==> src/rtl/serdes_frame_arbiter_pkg.sv <==
// Shared types and helpers for the serdes frame arbiter.
// Holds the arbiter FSM state encoding and the id-width helper used by the
// top level and the request picker.
package serdes_arb_pkg;

  typedef enum logic {
    IDLE  = 1'b0,
    DRAIN = 1'b1
  } state_e;

  // Width of a requester index; a single requester still gets one bit.
  function automatic int id_width(input int n);
    return (n > 1) ? $clog2(n) : 1;
  endfunction

endpackage

==> src/rtl/serdes_frame_arbiter_picker.sv <==
// Request picker for the serdes frame arbiter.
// Round-robin search starting at an internal pointer that advances past the
// winner whenever a grant is accepted (en). With
// SERDES_FRAME_ARBITER_FIXED_PRIO_EN defined, the lowest-index requester
// always wins and no pointer register exists.
module serdes_rr_picker
  import serdes_arb_pkg::*;
#(
  parameter int N_REQ = 4,
  parameter int ID_W  = id_width(N_REQ)
) (
  input  logic             clk,
  input  logic             reset,
  input  logic [N_REQ-1:0] req,
  input  logic             en,
  output logic             any,
  output logic [ID_W-1:0]  winner
);

`ifdef SERDES_FRAME_ARBITER_FIXED_PRIO_EN

  // Lowest-index valid requester wins.
  always_comb begin
    any    = |req;
    winner = '0;
    for (int i = N_REQ - 1; i >= 0; i--) begin
      if (req[i]) winner = ID_W'(i);
    end
  end

  logic unused_inputs;
  assign unused_inputs = ^{clk, reset, en};

`else

  logic [ID_W-1:0] ptr_q, ptr_d;

  // Rotate requests so bit 0 sits at the pointer, take the lowest set bit,
  // then map that offset back to an absolute index modulo N_REQ.
  always_comb begin
    logic [N_REQ-1:0] rot;
    logic [ID_W:0]    idx;
    rot    = N_REQ'({req, req} >> ptr_q);
    idx    = '0;
    any    = |req;
    winner = '0;
    for (int i = N_REQ - 1; i >= 0; i--) begin
      if (rot[i]) begin
        idx = {1'b0, ptr_q} + (ID_W+1)'(i);
        if (idx >= (ID_W+1)'(N_REQ)) idx = idx - (ID_W+1)'(N_REQ);
        winner = idx[ID_W-1:0];
      end
    end
  end

  // Pointer moves just past the accepted winner; wrap is an explicit compare
  // so non-power-of-two requester counts wrap correctly.
  always_comb begin
    // NOTE: default every comb output first so no path leaves it unassigned (no latch).
    ptr_d = ptr_q;
    if (en) ptr_d = (winner == ID_W'(N_REQ - 1)) ? '0 : winner + ID_W'(1);
  end

  // Pointer register with synchronous reset.
  always_ff @(posedge clk) begin
    // NOTE: sequential state uses non-blocking assignment so all flops update together.
    if (reset) ptr_q <= '0;
    else       ptr_q <= ptr_d;
  end

`endif

endmodule

==> src/rtl/serdes_frame_arbiter.sv <==
// Shares one serializer among N_REQ frame producers.
// Grants whole frames, forwards the winning frame, then counts serial-side
// word handshakes to tag each word with its source id and a last-word flag.
// No new grant is issued until the current frame has fully drained.
// Optional: SERDES_FRAME_ARBITER_FIXED_PRIO_EN selects fixed priority.
module serdes_frame_arbiter
  import serdes_arb_pkg::*;
#(
  parameter  int BIT_WIDTH = 32,
  parameter  int N_SAMPLES = 8,
  parameter  int N_REQ     = 4,
  localparam int ID_W      = id_width(N_REQ)
) (
  input  logic                 clk,
  input  logic                 reset,
  input  logic [BIT_WIDTH-1:0] req_msg [N_REQ*N_SAMPLES],
  input  logic [N_REQ-1:0]     req_val,
  output logic [N_REQ-1:0]     req_rdy,
  output logic [BIT_WIDTH-1:0] ser_msg [N_SAMPLES],
  output logic                 ser_val,
  input  logic                 ser_rdy,
  input  logic                 mon_val,
  input  logic                 mon_rdy,
  output logic [ID_W-1:0]      send_id,
  output logic                 send_last
);

  localparam int                BEAT_W    = $clog2(N_SAMPLES + 1);
  localparam logic [BEAT_W-1:0] LAST_BEAT = BEAT_W'(N_SAMPLES - 1);

  state_e            state_q, state_d;
  logic [BEAT_W-1:0] beat_q, beat_d;
  logic [ID_W-1:0]   send_id_q, send_id_d;
  logic              any_req;
  logic [ID_W-1:0]   winner;
  logic              accept;
  logic              mon_hs;
  logic              at_last;

  assign accept  = (state_q == IDLE) && any_req && ser_rdy && !reset;
  assign mon_hs  = mon_val && mon_rdy;
  assign at_last = (beat_q == LAST_BEAT);
  assign send_id = send_id_q;

  serdes_rr_picker #(
    .N_REQ (N_REQ),
    .ID_W  (ID_W)
  ) u_picker (
    .clk    (clk),
    .reset  (reset),
    .req    (req_val),
    .en     (accept),
    .any    (any_req),
    .winner (winner)
  );

  // Forward the winner's frame; requester 0's frame when nobody is valid.
  always_comb begin
    for (int s = 0; s < N_SAMPLES; s++) begin
      ser_msg[s] = req_msg[s];
      for (int r = 1; r < N_REQ; r++) begin
        if (winner == ID_W'(r)) ser_msg[s] = req_msg[r*N_SAMPLES + s];
      end
    end
  end

  // State, beat counter and source-id registers with synchronous reset.
  always_ff @(posedge clk) begin
    if (reset) begin
      state_q   <= IDLE;
      beat_q    <= '0;
      send_id_q <= '0;
    end else begin
      state_q   <= state_d;
      beat_q    <= beat_d;
      send_id_q <= send_id_d;
    end
  end

  // Next state: grant in IDLE, count serial words in DRAIN, leave on the last.
  always_comb begin
    state_d   = state_q;
    beat_d    = beat_q;
    send_id_d = send_id_q;
    case (state_q)
      IDLE: begin
        if (accept) begin
          state_d   = DRAIN;
          beat_d    = '0;
          send_id_d = winner;
        end
      end
      DRAIN: begin
        if (mon_hs) begin
          if (at_last) begin
            beat_d  = '0;
            state_d = IDLE;
          end else begin
            beat_d = beat_q + BEAT_W'(1);
          end
        end
      end
    endcase
  end

  // Outputs: offer a frame only in IDLE; flag the last word only in DRAIN.
  always_comb begin
    ser_val   = 1'b0;
    req_rdy   = '0;
    send_last = 1'b0;
    if (!reset) begin
      case (state_q)
        IDLE: begin
          ser_val = any_req;
          for (int r = 0; r < N_REQ; r++) begin
            req_rdy[r] = ser_rdy && (winner == ID_W'(r));
          end
        end
        DRAIN: send_last = mon_val && at_last;
      endcase
    end
  end

endmodule

==> config.mk <==
export PLATFORM = sky130hd
export DESIGN_NAME = serdes_frame_arbiter
export DESIGN_NICKNAME = d
export VERILOG_FILES = /design/src/rtl/serdes_frame_arbiter_pkg.sv /design/src/rtl/serdes_frame_arbiter_picker.sv /design/src/rtl/serdes_frame_arbiter.sv
export SDC_FILE = /design/constraint.sdc
export NUM_CORES = 1
export LEC_CHECK = 0
export CORE_AREA = 2 2 503 505
export DETAILED_ROUTE_END_ITERATION = 16
export DIE_AREA = 0 0 505 507
export PLACE_DENSITY = 0.3
export SKIP_LAST_GASP = 1
export SLEW_MARGIN = 30
export SYNTH_ARGS = -nofsm -noshare
export SYNTH_HDL_FRONTEND = slang
export SYNTH_SLANG_ARGS = --single-unit
==> constraint.sdc <==
create_clock -name clk -period 5.5 [get_ports clk]
set_input_delay 1.375 -clock clk [delete_from_list [all_inputs] [get_ports clk]]
set_output_delay 1.375 -clock clk [all_outputs]
set_load 0.05 [all_outputs]
==> results.sh <==
export IMPL_power_uw=6990
export IMPL_cp_slowest_cell="o21ai_0"
export IMPL_switching_share_pct=53.7
export IMPL_post_route_util_pct=12.8
export IMPL_path_max_fanout=23
export IMPL_grt_total_usage_pct=15.2
export IMPL_dr_pass1_iters=5
export IMPL_routed_via_count=18403
export IMPL_synth_edf_count=0
export IMPL_clockPowerShare_pct=2.0
export IMPL_yosysSeqAreaShare_pct=2.16
export IMPL_clk_latency_ns=0.24
export IMPL_grt_max_degree=46
export IMPL_crit_path_start_kind="primary input"
export IMPL_synth_area_um2=8350
export IMPL_synth_seq_cells=9
export IMPL_synth_warnings=0
export IMPL_cts_buffers=3
export IMPL_die_w_um=505
export IMPL_synth_top_family_by_area="compound AO/OA/AOI/OAI gates"
export IMPL_tritoncts="built"
export IMPL_end_kind="primary output"
export IMPL_finalCritPeriodShare_pct=99.2
export IMPL_p_leak_uw=0.0115
export IMPL_path_buf_inv=8
export IMPL_maxCapViolations=0
export IMPL_drt_iter0_drc=1147
export IMPL_postRouteAntennaNets=0
export IMPL_cts_path_max_buffers=2
export IMPL_path_delay_family="buffers and inverters"
export IMPL_synth_xor_area_share_pct=0
export IMPL_die_area_um2=256000
export IMPL_async_reset_ff_share_pct=0
export IMPL_syn_to_final_growth_pct=284
export IMPL_grt_pass1_wl_mm=246
export IMPL_synth_compound_area_share_pct=31.9
export IMPL_synthFlopType="dfxtp_1"
export IMPL_finalHoldViolCount=0
export IMPL_initial_core_util_pct=3.33
export IMPL_syn_area_per_cell_um2=5.59
export IMPL_crit_type="primary input to primary output"
export IMPL_max_slew_worst_pin_slew_ns=0.668
export IMPL_grt_overflow=0
export IMPL_p_sw_uw=3750
export IMPL_cp_required_ns=4.12
export IMPL_status="complete, no violations"
export IMPL_grt_pass1_vias=18756
export IMPL_slew_headroom_pct=55.0
export IMPL_hold_buffers=0
export IMPL_gp_congestion=0.944
export IMPL_setup_violations_final=0
export IMPL_powerDensity_nw_per_um2=218
export IMPL_wl_per_cell_um=31.8
export IMPL_rsz0062_at_grt="true"
export IMPL_synthSimpleGateAreaFrac_pct=25.6
export IMPL_dpl_hpwl_mm=190
export IMPL_crit_arrival_ns=4.08
export IMPL_synthMuxAreaShare_pct=30.8
export IMPL_coreArea_um2=250000
export IMPL_drcViolationCount=0
export IMPL_synth_adder_area_share_pct=0.749
export IMPL_synth_nets=2533
export IMPL_drive_above_1_share_pct=26.4
export IMPL_placed_cells=6364
export IMPL_cts_htree_levels=1
export IMPL_power_internal_uw=3240
export IMPL_path_common_cell="buf_4"
export IMPL_vias_per_cell=2.87
export IMPL_seqPwrFrac_pct=1.0
export IMPL_drt_total_wl_mm=204
export IMPL_core_rowCount=184
export IMPL_postSynthCellCount=1495
export IMPL_fmax_mhz=183
export IMPL_nNetsFinal=4088
export IMPL_vdd_drop_max_v=0.0000871
export IMPL_ios=1297
export IMPL_path_cells="dlygate4sd2_1 > inv_1 > a21oi_2 > a21oi_2 > buf_4 > buf_4 > or2_2 > ha_4 > buf_12 > buf_4 > buf_4 > nor2_1 > a21oi_1 > o21ai_0 > buf_12"
export IMPL_cp_slowest_stage_delay_ns=0.38
export IMPL_portBuffers=1296
export IMPL_dieHeight_um=507
export IMPL_clk_pin_slew_worst_paths_ns=0.04
export IMPL_final_max_slew_viol_count=0
export IMPL_antenna_found_initial=160
export IMPL_worstHoldPathType="flop to flop"
export IMPL_finClkSkew_ns=0.00173
export IMPL_cts_sinks=9
export IMPL_p_comb_share_pct=97.0
export IMPL_min_period_ns=5.45
export IMPL_cts_root_buffer="clkbuf_16"
export IMPL_yosysUniqueCellTypes=32
export IMPL_fin_cells=6412
metal layers:
metal  GRT usage [%]  vias up  share of wire, %
met4           0.516       70               1.3
met5               0        -              0.23
met1            17.6     8438                39
met2            27.2     1263                49
li1                -     8347                 -
met3            6.36      285                11
power groups by stage:
stage	Clock, µW	Combinational (µW)	Sequential, µW
2_1_floorplan	0	2270	75.6
3_3_place_gp	0	6660	73.6
3_5_place_dp	0	6640	73.6
4_1_cts	140	6920	72.7
5_1_grt	143	7140	73.2
6_report	137	6780	72.7
final cells by class:
cell class                      count  area (µm²)
Antenna cell                       15        37.5
Clock buffer                        4        78.8
Fill cell                       28867      218000
Inverter                            2        7.51
Multi-Input combinational cell   1339        8280
Sequential cell                     9         180
Tap cell                         3348        4190
Timing Repair Buffer             1695       19300
worst register-to-register path, delay by kind of cell, from the launching register on:
| family | cells | cell delay [ns] |
|---|---|---|
| AO/OA/AOI/OAI | 3 | 0.46 |
| buffers and inverters | 3 | 0.34 |
| AND/OR/NAND/NOR | 2 | 0.17 |
| flip-flops | 1 | 0.50 |
| adder cells (fa/ha/maj) | 1 | 0.25 |
per-stage QoR:
| stage | worst slack [ns] | area (µm²) | TNS, ns | hold WS [ns] |
|---|---|---|---|---|
| floorplan | 0.168 | 8350 | 0 | 0.461 |
| global placement | -0.941 | 30500 | -58.97 | 0.511 |
| detailed placement | -1.00 | 30500 | -63.44 | 0.504 |
| CTS | -0.0860 | 31700 | -0.819 | 0.512 |
| global route | -0.0378 | 32100 | -0.183 | 0.546 |
| finish | 0.0454 | 32100 | 0 | 0.506 |
Yosys cell counts (2+ instances only):
cell type	number	area, µm²
a21oi_1	263	1320
nor2_1	262	983
nand2_1	260	976
o21ai_0	259	1300
mux2i_1	257	2570
clkbuf_1	62	233
buf_2	49	245
buf_4	29	218
dfxtp_1	9	180
nand3_1	6	30.0
and2_1	5	31.3
ha_1	5	62.6
buf_1	3	11.3
nand3b_1	3	22.5
nor2b_1	3	18.8
inv_1	2	7.51
nor3_1	2	10.0
nor3b_1	2	15.0
logic make-up after synthesis:
family          count (synthesis)
compound gates                528
simple gates                  549
flops                           9
mux                           257
fa+ha+maj                       5
buf+inv                       147
what timing repair did:
action,in CTS,in global routing
gates cloned,8,2
gates resized for setup,219,94
setup endpoints to repair,250,189
pin swaps,7,8
setup buffers,18,4
state kept, by name, indices dropped and copies added (netlist names):
register and flops:
beat_q 4, send_id 2, u_picker.ptr_q 2, state_q 1
path summary, 6_finish.rpt:
| check | startpoint | endpoint | slack (ns) | depth (start not counted) |
|---|---|---|---|---|
| hold reg to reg | beat_q[1]$_SDFFE_PP0P_ | beat_q[1]$_SDFFE_PP0P_ | 0.51 | 2 |
| hold / removal | beat_q[1]$_SDFFE_PP0P_ | beat_q[1]$_SDFFE_PP0P_ | 0.51 | 2 |
| setup / recovery | req_val[3] | ser_msg[10] | 0.05 | 15 |
| setup reg to reg | u_picker.ptr_q[1]$_SDFFE_PP0P_ | u_picker.ptr_q[1]$_SDFFE_PP0P_ | 3.71 | 9 |
cells in the final DEF, fill, tap and decap left out, types with 2 or more instances in the layout:
master / instances
nor2_4: 2
buf_12: 290
mux2i_1: 195
buf_16: 9
buf_2: 2
mux2i_2: 30
clkdlybuf4s50_1: 1031
o21ai_4: 3
nand3b_1: 3
nor2_2: 10
a21oi_2: 22
nand2_1: 260
diode_2: 15
buf_8: 3
buf_6: 6
o21ai_1: 75
a21oi_1: 240
bufbuf_16: 5
o21ai_2: 28
inv_1: 2
clkbuf_16: 5
nor2_1: 250
nand3_1: 6
and2_1: 5
ha_1: 2
ha_4: 3
mux2i_4: 32
dfxtp_1: 9
nor2b_1: 2
nor3b_1: 2
buf_4: 345
o21ai_0: 153
No activity file was read; power rests on OpenSTA's default activity.
